--- src/rtl/cpu_run_ctrl.sv ---
// Run controller: gates the CPU for a limited number of cycles or until halt,
// then streams the register file out over a valid/ready port. Optional XOR checksum under RUN_CTRL_CHECKSUM_EN.
module cpu_run_ctrl #(
    parameter int DATA_W    = 32,
    parameter int ADDR_W    = 5,
    parameter int NREG      = 12,
    parameter int CNT_W     = 16,
    parameter int END_COUNT = 5
) (
    input  logic              clk_i,
    input  logic              rst_i,
    input  logic              start_i,
    input  logic [CNT_W-1:0]  limit_i,
    input  logic              halt_i,
    output logic              cpu_en_o,
    output logic [ADDR_W-1:0] rf_addr_o,
    input  logic [DATA_W-1:0] rf_data_i,
    output logic              dump_valid_o,
    input  logic              dump_ready_i,
    output logic [ADDR_W-1:0] dump_addr_o,
    output logic [DATA_W-1:0] dump_data_o,
    output logic [CNT_W-1:0]  cycles_o,
    output logic              done_o,
    output logic [DATA_W-1:0] checksum_o
);

    // state | meaning
    // IDLE  | after reset, waiting for start
    // RUN   | CPU enabled, counting cycles
    // DUMP  | CPU frozen, streaming registers 0..NREG-1
    // DONE  | dump complete, results held until next start
    typedef enum logic [1:0] {IDLE, RUN, DUMP, DONE} state_t;

    localparam logic [CNT_W-1:0]  END_LIM  = CNT_W'(END_COUNT);
    localparam logic [ADDR_W-1:0] LAST_IDX = ADDR_W'(NREG - 1);

    state_t            state, state_nxt;
    logic [CNT_W-1:0]  limit_q, limit_nxt;
    logic [CNT_W-1:0]  cycles, cycles_nxt;
    logic [ADDR_W-1:0] idx, idx_nxt;
    logic [CNT_W-1:0]  eff_limit;
    logic              start_ok;
    logic              xfer;
    logic              hit;

    assign eff_limit = (limit_i == '0) ? END_LIM : limit_i;
    assign start_ok  = start_i && ((state == IDLE) || (state == DONE));
    assign xfer      = (state == DUMP) && dump_ready_i;
    // Compare one bit wider so cycles+1 cannot wrap before reaching the limit.
    assign hit       = (({1'b0, cycles} + (CNT_W+1)'(1)) == {1'b0, limit_q});

    always_ff @(posedge clk_i or negedge rst_i) begin
        if (!rst_i) begin
            state   <= IDLE;
            limit_q <= '0;
            cycles  <= '0;
            idx     <= '0;
        end else begin
            state   <= state_nxt;
            limit_q <= limit_nxt;
            cycles  <= cycles_nxt;
            idx     <= idx_nxt;
        end
    end

    always_comb begin
        state_nxt    = state;
        limit_nxt    = limit_q;
        cycles_nxt   = cycles;
        idx_nxt      = idx;
        cpu_en_o     = 1'b0;
        dump_valid_o = 1'b0;
        case (state)
            IDLE, DONE: begin
                if (start_ok) begin
                    limit_nxt  = eff_limit;
                    cycles_nxt = '0;
                    idx_nxt    = '0;
                    state_nxt  = (eff_limit == '0) ? DUMP : RUN;
                end
            end
            RUN: begin
                cpu_en_o = 1'b1;
                if (cycles != '1) begin
                    cycles_nxt = cycles + CNT_W'(1);
                end
                if (halt_i || hit) begin
                    state_nxt = DUMP;
                end
            end
            DUMP: begin
                dump_valid_o = 1'b1;
                if (dump_ready_i) begin
                    // Index stays on the last word so it never overruns the address range.
                    if (idx == LAST_IDX) begin
                        state_nxt = DONE;
                    end else begin
                        idx_nxt = idx + ADDR_W'(1);
                    end
                end
            end
            default: state_nxt = IDLE;
        endcase
    end

    assign done_o      = (state == DONE);
    assign cycles_o    = cycles;
    assign rf_addr_o   = idx;
    assign dump_addr_o = idx;
    assign dump_data_o = dump_valid_o ? rf_data_i : '0;

`ifdef RUN_CTRL_CHECKSUM_EN
    logic [DATA_W-1:0] csum;

    always_ff @(posedge clk_i or negedge rst_i) begin
        if (!rst_i) begin
            csum <= '0;
        end else if (start_ok) begin
            csum <= '0;
        end else if (xfer) begin
            csum <= csum ^ dump_data_o;
        end
    end

    assign checksum_o = csum;
`else
    assign checksum_o = '0;
`endif

endmodule

--- config.mk ---
export PLATFORM = sky130hd
export DESIGN_NAME = cpu_run_ctrl
export DESIGN_NICKNAME = d
export VERILOG_FILES = /design/src/rtl/cpu_run_ctrl.sv
export SDC_FILE = /design/constraint.sdc
export NUM_CORES = 1
export LEC_CHECK = 0
export ABC_CLOCK_PERIOD_IN_PS = 6700
export BUFFER_PORTS_ARGS = -buffer_cell sky130_fd_sc_hd__buf_2
export CORE_ASPECT_RATIO = 1.5
export CORE_UTILIZATION = 41
export DETAILED_ROUTE_END_ITERATION = 8
export GPL_TIMING_DRIVEN = 0
export HOLD_SLACK_MARGIN = 0.15
export PLACE_DENSITY = 0.73
export SYNTH_ARGS = -nofsm -noshare
export SYNTH_HDL_FRONTEND = slang
export SYNTH_SLANG_ARGS = --single-unit
--- constraint.sdc ---
create_clock -name clk_i -period 6.7 [get_ports clk_i]
set_input_delay 1.34 -clock clk_i [delete_from_list [all_inputs] [get_ports clk_i]]
set_output_delay 1.34 -clock clk_i [all_outputs]
set_load 0.01 [all_outputs]
==> results.sh <==
export IMPL_critPathKind="reg -> out"
export IMPL_die_width_um=69.84
export IMPL_mostFrequentLayoutCell="buf_2"
export IMPL_synthCells=312
export IMPL_whs_ns=0.5283
export IMPL_io_buffer_count=113
export IMPL_clock_skew_final_ns=0.004986
export IMPL_fin_util=0.5664
export IMPL_grt_pass1_wl_um=11910
export IMPL_core_area_sq_um=6576
export IMPL_rows=36
export IMPL_tritoncts="done"
export IMPL_die_h_um=103.8
export IMPL_start_util=0.4304
export IMPL_drc=0
export IMPL_routed_via_density=4.937
export IMPL_grt_max_degree=40
export IMPL_finalSetupTns_ns=0
export IMPL_postRouteAntennaNets=0
export IMPL_syn_area_per_cell_sq_um=9.071
export IMPL_cp_data_arrival_time_ns=1.94
export IMPL_cts_buffer_depth=2
export IMPL_nets=521
export IMPL_p_leak_nw=1.994
export IMPL_cts_num_sinks=39
export IMPL_n_antenna_cell=0
export IMPL_first_pass_iters=4
export IMPL_hold_class="reg -> reg"
export IMPL_hold_viol=0
export IMPL_areaGrowthSynthToFinish_pct=31.61
export IMPL_grt_usage=0.2083
export IMPL_grt_pass1_vias=2416
export IMPL_synth_flop_cell="dfrtp_1"
export IMPL_routed_wl_um=7636
export IMPL_ys_ff_latch=39
export IMPL_tightest_slew_ns=0.8624
export IMPL_ctsHoldBuffers=0
export IMPL_rsz0062_at_grt="no"
export IMPL_cts_made_buffers=5
export IMPL_dp_hpwl_um=6251
export IMPL_vias=2666
export IMPL_status="completed"
export IMPL_ys_warn_count=0
export IMPL_cts_root_buf="clkbuf_8"
export IMPL_maxCapViolCount=0
export IMPL_slew_violations=0
export IMPL_seq_area_frac_synth=0.3448
export IMPL_fin_crit_sh=0.4899
export IMPL_fin_crit_ns=3.282
export IMPL_worstPathMaxFanout=10
export IMPL_mostFrequentLayoutCells="buf_2 (116), buf_4 (39), dfrtp_1 (39)"
export IMPL_max_freq_ghz=0.3047
export IMPL_clock_latency_ns=0.29
export IMPL_relSlewSlack=0.4251
export IMPL_gr_total_overflow=0
export IMPL_pin_count=146
export IMPL_wl_per_cell_um=14.14
export IMPL_drive_gt1_frac=0.3966
export IMPL_synthArstFlopShare=1.000
export IMPL_setup_viol=0
export IMPL_power_density_nw_per_um2=331.3
export IMPL_required_ns=5.36
export IMPL_netlist_area_sq_um=2830
export IMPL_cts_resized=0
export IMPL_cts_htree_levels=2
export IMPL_nFillCells=630
export IMPL_gp_congestion=0.9050
export IMPL_path_clk_slew_ns=0.08
export IMPL_antenna_found_initial=0
export IMPL_die_area_sq_um=7246
export IMPL_cp_end_kind="output port"
export IMPL_synth_edff_count=0
export IMPL_cts_setup_buffers=0
export IMPL_ys_types=45
export IMPL_ir_drop_v=0.0002045
export IMPL_cp_start_kind="flip-flop"
export IMPL_drt_iter0_drc=78
where the power goes:
| part | total, W | internal [W] | switching [W] |
|---|---|---|---|
| Clock | 0.000205 | 0.000121 | 0.0000843 |
| Sequential | 0.000365 | 0.000303 | 0.0000620 |
| Combinational | 0.000664 | 0.000291 | 0.000373 |
| Total | 0.00123 | 0.000715 | 0.000519 |
logic make-up (layout without fill, tap and decap cells):
logic type                 count (synthesis)  after routing  synth area share
AOI/OAI and AO/OA                         44             44            0.1057
xor gates and xnor gates                  26             26           0.08046
DFF                                       39             39            0.3448
other                                      1             32          0.001325
and+or+nand+nor                          121            121            0.2414
buffers and inverters                     56            177            0.1273
muxes                                     20             20           0.07692
adders and majority gates                  5              5           0.02210
worst max-delay path, cell delays in order (launching register included):
cell and delay [ns]:
dfrtp_1 0.41, inv_1 0.09, ha_1 0.20, clkbuf_1 0.35
clkbuf_1 0.27, and2_1 0.20, buf_2 0.14
final timing paths:
check | cells after the start | end | slack (ns) | start
min in group asynchronous | 1 | limit_q[11]$_DFFE_PN0P_ | 1.15 | rst_i
min reg2reg | 1 | limit_q[11]$_DFFE_PN0P_ | 0.53 | limit_q[11]$_DFFE_PN0P_
min | 1 | limit_q[11]$_DFFE_PN0P_ | 0.53 | limit_q[11]$_DFFE_PN0P_
max reg2reg | 8 | cycles_o[10]$_DFFE_PN0P_ | 4.11 | cycles_o[0]$_DFFE_PN0P_
max in group asynchronous | 1 | limit_q[3]$_DFFE_PN0P_ | 5.00 | rst_i
max | 6 | dump_data_o[19] | 3.42 | state[0]$_DFFE_PN0P_
layer usage:
layer / track usage / routed length [um]
met3: 0.03599 / 564
met2: 0.3880 / 4068
met5: 0 / 0
met1: 0.2270 / 2812
met4: 0.08429 / 191
sequential cells by signal, summed over array words and instances (netlist names):
| signal | cells |
|---|---|
| cycles_o | 16 |
| dump_addr_o | 5 |
| limit_q | 16 |
| state | 2 |
metrics by stage:
stage | instance area (sq um) | total power [W] | worst slack (ns) | cells
3_5_place_dp | 3607 | 0.001033 | 3.590 | 532
4_1_cts | 3725 | 0.001238 | 3.371 | 540
2_1_floorplan | 2947 | 0.0008213 | 3.855 | 343
3_3_place_gp | 3607 | 0.001014 | 3.585 | 532
6_report | 3725 | 0.001234 | 3.418 | 540
5_1_grt | 3725 | 0.001321 | 3.249 | 540
cells in the mapped netlist (2+ instances only):
library cell	count	area [sq um]
nor4_2	3	37.54
nand3_1	10	50.05
buf_4	39	292.8
clkbuf_1	9	33.78
inv_1	5	18.77
nor2_1	9	33.78
nand2b_1	2	12.51
nand3b_1	2	15.01
and2_1	33	206.5
dfrtp_1	39	975.9
nand4_2	2	25.02
mux2i_1	6	60.06
nor2b_1	5	31.28
xnor2_1	12	105.1
nor3_1	3	15.01
nor4_1	5	31.28
and3_1	2	12.51
o21ai_0	16	80.08
o31ai_1	10	75.07
buf_2	3	15.01
mux2_2	14	157.7
a22o_1	3	26.28
nand2_1	33	123.9
o211ai_1	2	15.01
nand4_1	6	37.54
ha_1	5	62.56
xor2_1	14	122.6
o22a_1	2	17.52
a21oi_1	2	10.01
cell type report:
type,instances,area [sq um],area share
plain buffers,51,341.6,0.09170
clock buffers,6,82.58,0.02217
clock inverters,2,35.03,0.009405
inverters,5,18.77,0.005039
multi-input cells,248,1610,0.4323
flip-flops and latches,39,975.9,0.2620
well taps,76,95.09,0.02553
repair buffers,113,565.5,0.1518
No activity file was read; power rests on OpenSTA's default activity.
